### src/rtl/adat_pkg.sv
// Shared ADAT framing constants and deframer state type.
package adat_pkg;

   typedef enum logic [1:0] {
      StHunt,
      StSync,
      StUser,
      StData
   } deframe_state_e;

   localparam int unsigned ADAT_SYNC_ZEROS  = 10;
   localparam int unsigned ADAT_CHANNELS    = 8;
   localparam int unsigned ADAT_NIBBLES     = 6;
   localparam int unsigned ADAT_SAMPLE_BITS = 24;
   localparam int unsigned I2S_SLOT_BITS    = 32;
   localparam int unsigned ADAT_PAD_BITS    = I2S_SLOT_BITS - ADAT_SAMPLE_BITS;

endpackage

### src/rtl/adat_pad_scheduler.sv
// Queues the zero-pad writes that fill slot bits 24..31 of a channel and
// arbitrates the single RAM write port between data and pad writes.
module adat_pad_scheduler
   import adat_pkg::*;
(
   input  logic       clk_i,
   input  logic       rst_ni,
   input  logic       flush_i,
   input  logic       data_we_i,
   input  logic [7:0] data_off_i,
   input  logic       data_bit_i,
   input  logic       load_i,
   input  logic [2:0] load_ch_i,
   output logic       we_o,
   output logic [7:0] off_o,
   output logic       bit_o,
   output logic       idle_o
);

   logic [3:0] pad_cnt_q;
   logic [2:0] pad_ch_q;
   logic       pad_we;

   // Write-port arbitration: data always wins, pads fill idle cycles.
   always_comb begin
      pad_we = (pad_cnt_q != 4'd0) && !data_we_i && !flush_i;
      we_o   = data_we_i | pad_we;
      bit_o  = data_we_i ? data_bit_i : 1'b0;
      // pad_cnt 8..1 maps onto slot offsets 24..31
      off_o  = data_we_i ? data_off_i
                         : {pad_ch_q, 5'd24 + (5'd8 - {1'b0, pad_cnt_q})};
      idle_o = (pad_cnt_q == 4'd0);
   end

   // Pad counter: load after a channel's last data bit, count down per pad issued.
   always_ff @(posedge clk_i or negedge rst_ni) begin
      if (!rst_ni) begin
         pad_cnt_q <= 4'd0;
         pad_ch_q  <= 3'd0;
      end else if (flush_i) begin
         pad_cnt_q <= 4'd0;
      end else if (load_i) begin
         pad_cnt_q <= 4'(ADAT_PAD_BITS);
         pad_ch_q  <= load_ch_i;
      end else if (pad_we) begin
         pad_cnt_q <= pad_cnt_q - 4'd1;
      end
   end

endmodule

### src/rtl/adat_frame_writer.sv
// ADAT deframer: hunts for sync, checks separators and writes each frame into
// the circular 1-bit frame RAM; commits completed frames and tracks lock.
module adat_frame_writer
   import adat_pkg::*;
#(
   parameter int unsigned CIRC_BUF_BITS  = 3,
   parameter int unsigned LOCK_FRAMES    = 4,
   parameter int unsigned TIMEOUT_CYCLES = 1024
) (
   input  logic                     clk_i,
   input  logic                     rst_ni,
   input  logic                     bit_i,
   input  logic                     bit_valid_i,
   output logic                     ram_we_o,
   output logic [CIRC_BUF_BITS+7:0] ram_write_addr_o,
   output logic                     ram_data_o,
   output logic [CIRC_BUF_BITS-1:0] last_good_frame_idx_o,
   output logic                     resync_req_o,
   output logic [3:0]               user_bits_o
);

   localparam int unsigned TimeoutW = $clog2(TIMEOUT_CYCLES + 1);

   deframe_state_e           state_q, state_d;
   logic [3:0]               zero_cnt_q, zero_cnt_d;
   logic [2:0]               bit_cnt_q, bit_cnt_d;
   logic [2:0]               nib_cnt_q, nib_cnt_d;
   logic [2:0]               ch_cnt_q, ch_cnt_d;
   logic [3:0]               shadow_q, shadow_d;
   logic [TimeoutW-1:0]      timeout_q;
   logic                     commit_pend_q;
   logic [CIRC_BUF_BITS-1:0] write_frame_q;
   logic [3:0]               lock_cnt_q, lock_next;
   logic                     sep_err, timeout_err, err, frame_done, commit;
   logic                     data_we, pad_load;
   logic [7:0]               data_off;
   logic                     wr_we, wr_bit, pad_idle;
   logic [7:0]               wr_off;

   // FSM state and frame position counters.
   always_ff @(posedge clk_i or negedge rst_ni) begin
      if (!rst_ni) begin
         state_q    <= StHunt;
         zero_cnt_q <= 4'd0;
         bit_cnt_q  <= 3'd0;
         nib_cnt_q  <= 3'd0;
         ch_cnt_q   <= 3'd0;
         shadow_q   <= 4'd0;
      end else begin
         state_q    <= state_d;
         zero_cnt_q <= zero_cnt_d;
         bit_cnt_q  <= bit_cnt_d;
         nib_cnt_q  <= nib_cnt_d;
         ch_cnt_q   <= ch_cnt_d;
         shadow_q   <= shadow_d;
      end
   end

   // Next-state logic: sync search, separator checking and frame completion.
   always_comb begin
      state_d    = state_q;
      zero_cnt_d = zero_cnt_q;
      bit_cnt_d  = bit_cnt_q;
      nib_cnt_d  = nib_cnt_q;
      ch_cnt_d   = ch_cnt_q;
      shadow_d   = shadow_q;
      sep_err    = 1'b0;
      frame_done = 1'b0;
      if (bit_valid_i) begin
         unique case (state_q)
            StHunt: begin
               if (bit_i) begin
                  zero_cnt_d = 4'd0;
                  if (zero_cnt_q == 4'(ADAT_SYNC_ZEROS)) begin
                     state_d   = StUser;
                     bit_cnt_d = 3'd0;
                  end
               end else if (zero_cnt_q != 4'(ADAT_SYNC_ZEROS)) begin
                  zero_cnt_d = zero_cnt_q + 4'd1;
               end
            end
            StSync: begin
               if (bit_i) begin
                  zero_cnt_d = 4'd0;
                  if (zero_cnt_q == 4'(ADAT_SYNC_ZEROS)) begin
                     state_d   = StUser;
                     bit_cnt_d = 3'd0;
                  end else begin
                     sep_err = 1'b1;
                  end
               end else if (zero_cnt_q == 4'(ADAT_SYNC_ZEROS)) begin
                  sep_err = 1'b1;
               end else begin
                  zero_cnt_d = zero_cnt_q + 4'd1;
               end
            end
            StUser: begin
               if (bit_cnt_q == 3'd4) begin
                  if (bit_i) begin
                     state_d   = StData;
                     bit_cnt_d = 3'd0;
                     nib_cnt_d = 3'd0;
                     ch_cnt_d  = 3'd0;
                  end else begin
                     sep_err = 1'b1;
                  end
               end else begin
                  // first user bit received is the nibble MSB
                  shadow_d[2'd3 - bit_cnt_q[1:0]] = bit_i;
                  bit_cnt_d = bit_cnt_q + 3'd1;
               end
            end
            StData: begin
               if (bit_cnt_q == 3'd4) begin
                  bit_cnt_d = 3'd0;
                  if (!bit_i) begin
                     sep_err = 1'b1;
                  end else if (nib_cnt_q == 3'(ADAT_NIBBLES - 1)) begin
                     nib_cnt_d = 3'd0;
                     if (ch_cnt_q == 3'(ADAT_CHANNELS - 1)) begin
                        frame_done = 1'b1;
                        state_d    = StSync;
                        zero_cnt_d = 4'd0;
                     end else begin
                        ch_cnt_d = ch_cnt_q + 3'd1;
                     end
                  end else begin
                     nib_cnt_d = nib_cnt_q + 3'd1;
                  end
               end else begin
                  bit_cnt_d = bit_cnt_q + 3'd1;
               end
            end
            default: state_d = StHunt;
         endcase
      end
      err = sep_err | timeout_err;
      if (err) begin
         state_d    = StHunt;
         zero_cnt_d = 4'd0;
      end
   end

   // FSM outputs: data write request and pad queue load.
   always_comb begin
      data_we  = bit_valid_i && (state_q == StData) && (bit_cnt_q != 3'd4);
      // offset c*32 + nibble*4 + bit, i.e. sample MSB at slot offset 0
      data_off = {ch_cnt_q, nib_cnt_q, bit_cnt_q[1:0]};
      pad_load = data_we && (nib_cnt_q == 3'(ADAT_NIBBLES - 1)) && (bit_cnt_q == 3'd3);
   end

   adat_pad_scheduler u_pad_scheduler (
      .clk_i      (clk_i),
      .rst_ni     (rst_ni),
      .flush_i    (err),
      .data_we_i  (data_we),
      .data_off_i (data_off),
      .data_bit_i (bit_i),
      .load_i     (pad_load),
      .load_ch_i  (ch_cnt_q),
      .we_o       (wr_we),
      .off_o      (wr_off),
      .bit_o      (wr_bit),
      .idle_o     (pad_idle)
   );

   // Loss-of-signal timer; fires once when the idle run reaches TIMEOUT_CYCLES.
   always_ff @(posedge clk_i or negedge rst_ni) begin
      if (!rst_ni) begin
         timeout_q <= '0;
      end else if (bit_valid_i) begin
         timeout_q <= '0;
      end else if (timeout_q != TimeoutW'(TIMEOUT_CYCLES)) begin
         timeout_q <= timeout_q + 1'b1;
      end
   end

   // Commit waits for the last channel's pads; an error discards it.
   always_comb begin
      timeout_err = !bit_valid_i && (timeout_q == TimeoutW'(TIMEOUT_CYCLES - 1));
      commit      = commit_pend_q && pad_idle && !err;
      lock_next   = (lock_cnt_q == 4'hF) ? lock_cnt_q : lock_cnt_q + 4'd1;
   end

   // Registered RAM port, commit bookkeeping and lock tracking.
   always_ff @(posedge clk_i or negedge rst_ni) begin
      if (!rst_ni) begin
         ram_we_o              <= 1'b0;
         ram_write_addr_o      <= '0;
         ram_data_o            <= 1'b0;
         last_good_frame_idx_o <= '0;
         resync_req_o          <= 1'b0;
         user_bits_o           <= 4'd0;
         write_frame_q         <= CIRC_BUF_BITS'(1);
         lock_cnt_q            <= 4'd0;
         commit_pend_q         <= 1'b0;
      end else begin
         ram_we_o         <= wr_we;
         ram_write_addr_o <= {write_frame_q, wr_off};
         ram_data_o       <= wr_bit;
         if (err) begin
            commit_pend_q <= 1'b0;
            lock_cnt_q    <= 4'd0;
            resync_req_o  <= 1'b0;
         end else if (frame_done) begin
            commit_pend_q <= 1'b1;
         end else if (commit) begin
            commit_pend_q         <= 1'b0;
            last_good_frame_idx_o <= write_frame_q;
            write_frame_q         <= write_frame_q + 1'b1;
            user_bits_o           <= shadow_q;
            lock_cnt_q            <= lock_next;
            resync_req_o          <= (32'(lock_next) >= LOCK_FRAMES);
         end
      end
   end

endmodule

### config.mk
export PLATFORM = sky130hd
export DESIGN_NAME = adat_frame_writer
export DESIGN_NICKNAME = d
export VERILOG_FILES = /design/src/rtl/adat_pkg.sv /design/src/rtl/adat_pad_scheduler.sv /design/src/rtl/adat_frame_writer.sv
export SDC_FILE = /design/constraint.sdc
export NUM_CORES = 1
export LEC_CHECK = 0
export CAP_MARGIN = 10
export CORE_MARGIN = 10
export CORE_UTILIZATION = 45
export DETAILED_ROUTE_END_ITERATION = 8
export PLACE_DENSITY = 0.63
export SYNTH_ARGS = -nofsm -noshare
export SYNTH_HDL_FRONTEND = slang
export SYNTH_HIERARCHICAL = 1
export SYNTH_SLANG_ARGS = --single-unit
### constraint.sdc
create_clock -name clk_i -period 6.1 [get_ports clk_i]
set_input_delay 1.22 -clock clk_i [delete_from_list [all_inputs] [get_ports clk_i]]
set_output_delay 1.22 -clock clk_i [all_outputs]
set_load 0.05 [all_outputs]
==> flow_metrics.tcl, run 1 <==
set metrics [dict create \
    status "completed" \
    worstSetupStartpointType "primary input" \
    yosys.area.top_type "dfrtp_1" \
    gr-total-overflow 0 \
    cts_made_buffers 9 \
    setup_viol_count_final 0 \
    synth-edff-count 0 \
    areaGrowthSynthToFinish_pct 16.87 \
    rsz0062_at_grt "false" \
    syn_nets 315 \
    grt_use_met2 0.1719 \
    power_density_nw_per_um2 317.6 \
    hpwl_mm 3.967 \
    busiest_layer "met2" \
    num_io_pins 25 \
    syn_inst 297 \
    synth.avg_cell_area_um2 10.81 \
    r2r_cells 7 \
    ys_seq_area_frac 0.5146 \
    p_leak_nw 1.708 \
    postCtsHoldBufs 0 \
    synth_warnings 6 \
    worstMarginPinSlew_ns 0.7977 \
    r2r_end "u_pad_scheduler/pad_ch_q[1]$_DFFE_PN0P_" \
    clkTransAtPathRegs_ns 0.07 \
    fin_skew_ns 0.005844 \
    start_util 0.4676 \
    min_period_ns 3.540 \
    worst-r2r-setup-slack_ns 3.60 \
    synth_cell_types 55 \
    drive_gt1_frac 0.1515 \
    setup_tns_ns 0 \
    grt_use_met1 0.1436 \
    wirelength_mm 5.870 \
    insertion_delay_ns 0.34 \
    cts_buffer_depth 2 \
    clock_tree.root_cell "clkbuf_8" \
    drt_pass1_iterations 4 \
    yosysTopAreaCellShare 0.5064 \
    crit_arrival_ns 3.77 \
    grt_max_degree 67 \
    ys_top_cells_by_area "dfrtp_1 (51%), mux2_2 (7.7%), ha_1 (5.5%)" \
    hold_violations 0 \
    coreArea_um2 6869 \
    antenna_cells 0 \
    worstPathRequired_ns 6.33 \
    max_cap_viol_count 0 \
    clock.fmax_mhz 282.5 \
    min_to "ram_write_addr_o[9]$_DFF_PN0_" \
    grt_first_pass_wirelength_mm 10.45 \
    post-route-period-util 0.5804 \
    detail_route.wl_per_cell_um 13.78 \
    end_kind "flip-flop" \
    whs_path_depth 0 \
    via_per_inst 5.181 \
    antenna_found_initial 0 \
    fp.dieH_um 104.5 \
    fp.dieW_um 104.5 \
    met3_usage 0.04337 \
    nets 343 \
    postCtsResizedCells 0 \
    grtUsageTotal 0.1136 \
    tritoncts "built" \
    async_flop_share 1.000 \
    netlist_area_um2 3212 \
    place_congestion 0.7398 \
    hold_slack_ns 0.4269 \
    io_buffers 24 \
    dieArea_um2 10920 \
    critPathMaxFanout 21 \
    vdd_drop_max_mv 0.1567 \
    num_rows 30 \
    hold_class "reg2reg" \
    worstSetupPathType "in2reg" \
    ys.flop_type "dfrtp_1" \
    drt_iter0_drc 114 \
    drv_slew 0 \
    min_from "write_frame_q[1]$_DFFE_PN0P_" \
    ant_nets 0 \
    grt_pass1_vias 2245 \
    relSlewSlack 0.4682 \
    synth.ff_latch_count 66 \
    r2r_start "bit_cnt_q[0]$_DFFE_PN0P_" \
    post-cts-setup-buffer-count 0 \
    cts.htree.levels 3 \
    cts.sinks 66 \
    num_vias 2207 \
    drc 0 \
]
## worst max path at each step
stage	from	endpoint	slack [ns]	depth (start not counted)
2_1_floorplan	bit_valid_i	u_pad_scheduler/pad_ch_q[0]$_DFFE_PN0P_	3.44	5
3_3_place_gp	bit_valid_i	u_pad_scheduler/pad_ch_q[1]$_DFFE_PN0P_	2.30	8
3_5_place_dp	bit_valid_i	u_pad_scheduler/pad_ch_q[1]$_DFFE_PN0P_	2.20	8
4_1_cts	bit_valid_i	u_pad_scheduler/pad_ch_q[1]$_DFFE_PN0P_	2.57	8
5_1_grt	bit_valid_i	u_pad_scheduler/pad_ch_q[1]$_DFFE_PN0P_	2.37	8
6_report	bit_valid_i	u_pad_scheduler/pad_ch_q[1]$_DFFE_PN0P_	2.56	8
## synth_stat cells, types with 2 or more instances
library cell and count:
nor3_1 5, or3_1 4, xor2_1 8, a22o_1 2
clkbuf_1 4, ha_1 14, nand4_1 4, and2_1 3
a21oi_1 14, nor2_1 23, xnor2_1 6, nand2b_1 3
a211oi_1 3, inv_1 17, mux2_2 22, nor4_1 4
o21ai_0 13, o21bai_1 2, nand2_1 22, buf_2 2
a31oi_1 2, mux2i_1 3, o22ai_1 2, nor2b_1 2
nand3_1 13, and3_1 7, dfrtp_1 65
## where the power goes
group          total (mW)  internal, mW  leakage [nW]  switching [mW]
clock network       0.405         0.240         0.109           0.165
registers           0.518         0.483         0.890          0.0350
logic               0.269         0.106         0.709           0.163
total                1.19         0.829          1.71           0.363
## worst max-delay path, cell delays in order
cell             delay (ns)
clkdlybuf4s50_1        0.93
nand3_1                0.22
a21oi_1                0.16
buf_4                  0.24
and3_1                 0.28
inv_1                  0.08
nor2_1                 0.26
mux2_2                 0.37
## per-stage QoR
stage	cells	cell area (µm²)	utilization	total power, mW	setup slack (ns)
5_1_grt	426	3754	0.5464	1.261	2.368
3_3_place_gp	410	3535	0.5146	0.7961	2.300
2_1_floorplan	297	3212	-	0.7134	3.439
6_report	426	3754	0.5464	1.192	2.560
3_5_place_dp	410	3535	0.5146	0.7999	2.201
4_1_cts	426	3754	0.5464	1.207	2.571
## per-layer routing
| layer | routed length (µm) | vias to the layer above |
|---|---|---|
| met3 | 289 | 5 |
| met1 | 2787 | 1061 |
| li1 | - | 1112 |
| met5 | 0 | - |
| met2 | 2727 | 29 |
| met4 | 65 | 0 |
## area by class of cell
type	count	area [µm²]
Inverter	17	63.81
Multi-Input combinational cell	205	1448
Timing Repair Buffer	26	250.2
Tap cell	96	120.1
Clock buffer	11	141.4
Fill cell	621	3115
Sequential cell	66	1653
Clock inverter	5	77.57
## sequential cells by signal, summed over array words and instances (netlist names)
signal                     cells
zero_cnt_q                     4
shadow_q                       4
state_q                        2
u_pad_scheduler/pad_ch_q       3
ram_write_addr_o              11
ram_we_o                       1
last_good_frame_idx_o          3
user_bits_o                    4
lock_cnt_q                     4
write_frame_q                  3
commit_pend_q                  1
u_pad_scheduler/pad_cnt_q      4
ch_cnt_q                       3
nib_cnt_q                      3
timeout_q                     11
bit_cnt_q                      3
resync_req_o                   1
ram_data_o                     1
## placed cells by master (no fill, tap or decap), types with 3 or more instances in the layout
master and n:
dfrtp_1 65, nor2_1 23, clkdlybuf4s50_1 23, nand2_1 22
mux2_2 22, inv_1 17, a21oi_1 14, ha_1 14
nand3_1 13, o21ai_0 13, clkbuf_8 10, xor2_1 8
and3_1 7, xnor2_1 6, nor3_1 5, or3_1 4
nand4_1 4, nor4_1 4, and2_1 3, a211oi_1 3
mux2i_1 3, nand2b_1 3
## logic make-up (layout without fill, tap and decap cells)
group / after synthesis / count (layout) / synth area share
buffers and inverters: 26 / 59 / 0.03467
AND/OR/NAND/NOR: 98 / 98 / 0.1574
multiplexers: 25 / 25 / 0.08648
XOR/XNOR: 14 / 14 / 0.03818
AO/OA/AOI/OAI: 54 / 54 / 0.1141
flip-flops: 66 / 66 / 0.5146
adder cells (fa/ha/maj): 14 / 14 / 0.05454
No activity file was read; power rests on OpenSTA's default activity.
==> run 2: changes to the inputs <==
==> constraint.sdc (replaced) <==
create_clock -name clk_i -period 3.4 [get_ports clk_i]
set_input_delay 0.68 -clock clk_i [delete_from_list [all_inputs] [get_ports clk_i]]
set_output_delay 0.68 -clock clk_i [all_outputs]
set_load 0.05 [all_outputs]
==> flow_metrics.tcl, run 2 (synthesis results as in run 1) <==
set metrics [dict create \
    worstSetupStartpointType "primary input" \
    nets 349 \
    rsz0062_at_grt "false" \
    crit_arrival_ns 2.59 \
    cts_buffer_depth 2 \
    antenna_found_initial 0 \
    insertion_delay_ns 0.35 \
    clock.fmax_mhz 425.0 \
    critPathMaxFanout 10 \
    coreArea_um2 6869 \
    drt_pass1_iterations 4 \
    power_mw 2.087 \
    worstMarginPinSlew_ns 0.8194 \
    power_density_nw_per_um2 551.6 \
    hold_slack_ns 0.4149 \
    design_area_um2 3784 \
    tritoncts "built" \
    drv_slew 0 \
    drive_gt1_frac 0.1696 \
    cts_made_buffers 9 \
    vdd_drop_max_mv 0.2397 \
    p_leak_nw 1.734 \
    grt_pass1_vias 2245 \
    setup_viol_count_final 0 \
    end_kind "flip-flop" \
    status "completed" \
    drt_iter0_drc 72 \
    hpwl_mm 4.355 \
    via_per_inst 5.243 \
    ant_nets 0 \
    dp_slack_ns 0.6828 \
    postCtsResizedCells 0 \
    grtUsageTotal 0.1170 \
    post-cts-setup-buffer-count 0 \
    fin_skew_ns 0.009132 \
    clock_tree.root_cell "clkbuf_8" \
    gr-total-overflow 0 \
    grt_first_pass_wirelength_mm 10.58 \
    min_period_ns 2.353 \
    num_io_pins 25 \
    place_congestion 0.8049 \
    top_regs "ram_write_addr_o: 11 flops, timeout_q: 11 flops" \
    drc 0 \
    fp.dieH_um 104.5 \
    setup_tns_ns 0 \
    fp.dieW_um 104.5 \
    cts.sinks 66 \
    io_buffers 24 \
    num_vias 2265 \
    detail_route.wl_per_cell_um 14.12 \
    wirelength_mm 6.100 \
    final_common_cell "dfrtp_1" \
    hold_violations 0 \
    postPlaceCellArea_um2 3580 \
    worstPathRequired_ns 3.63 \
    r2r_start "u_pad_scheduler/pad_cnt_q[0]$_DFFE_PN0P_" \
    worst_slack_ns 1.047 \
    clkTransAtPathRegs_ns 0.08 \
    areaGrowthSynthToFinish_pct 17.80 \
    post-route-period-util 0.6920 \
    startpoint "bit_i" \
    worstSetupPathType "in2reg" \
    hold_class "in2async" \
    antenna_cells 0 \
    start_util 0.4676 \
    cts.htree.levels 3 \
    postCtsHoldBufs 0 \
    relSlewSlack 0.4537 \
    num_rows 30 \
    grt_max_degree 38 \
    dieArea_um2 10920 \
    max_cap_viol_count 0 \
    final_cell_mix "dfrtp_1 (65), nor2_1 (23), clkdlybuf4s50_1 (23)" \
]
## run 2: cell count changes in the layout (fill, tap and decap cells not counted), sizes merged
| cell | before | now |
|---|---|---|
| bufinv | 2 | 1 |
| clkinvlp | 1 | 0 |
| buf | 3 | 9 |
| clkinv | 2 | 5 |
| clkbuf | 11 | 10 |
## run 2: power breakdown
group	total [mW]	leakage, nW	internal [mW]	switching, mW
registers	0.928	0.890	0.866	0.0621
logic	0.485	0.738	0.195	0.290
clock network	0.674	0.106	0.359	0.315
## run 2: layer usage
metal,track usage,share of wire,up-vias
met5,0,0,-
met4,0.04175,0.013,0
met3,0.05081,0.051,11
met2,0.1768,0.47,38
met1,0.1445,0.46,1100
li1,-,-,1116
## run 2: per-stage QoR
| step | cells | utilization |
|---|---|---|
| 4_1_cts | 432 | 0.5508 |
| 6_report | 432 | 0.5508 |
| 3_3_place_gp | 416 | 0.5211 |
| 2_1_floorplan | 297 | - |
| 5_1_grt | 432 | 0.5508 |
| 3_5_place_dp | 416 | 0.5211 |
## run 2: cell type report
cell class,count,area (µm²)
Multi-Input combinational cell,205,1448
Sequential cell,66,1653
Inverter,17,63.81
Clock inverter,6,66.31
Timing Repair Buffer,32,295.3
Clock buffer,10,137.6
Tap cell,96,120.1
Fill cell,626,3085
## run 2: path summary, 6_finish.rpt
path	endpoint	slack, ns	cells after the start
max in group asynchronous	nib_cnt_q[1]$_DFFE_PN0P_	2.26	2
min reg2reg	ram_write_addr_o[10]$_DFF_PN0_	0.43	0
min in group clk_i	ram_write_addr_o[10]$_DFF_PN0_	0.43	0
max reg2reg	user_bits_o[3]$_DFFE_PN0P_	1.05	6
max	user_bits_o[3]$_DFFE_PN0P_	1.05	6
min	ram_write_addr_o[8]$_DFF_PN0_	0.41	1
## run 2: critical path, cell delays in order
cell and delay (ns):
clkdlybuf4s50_1 0.60, buf_4 0.21, nand4_1 0.17, and3_4 0.25, o21ai_4 0.29, mux2_2 0.38
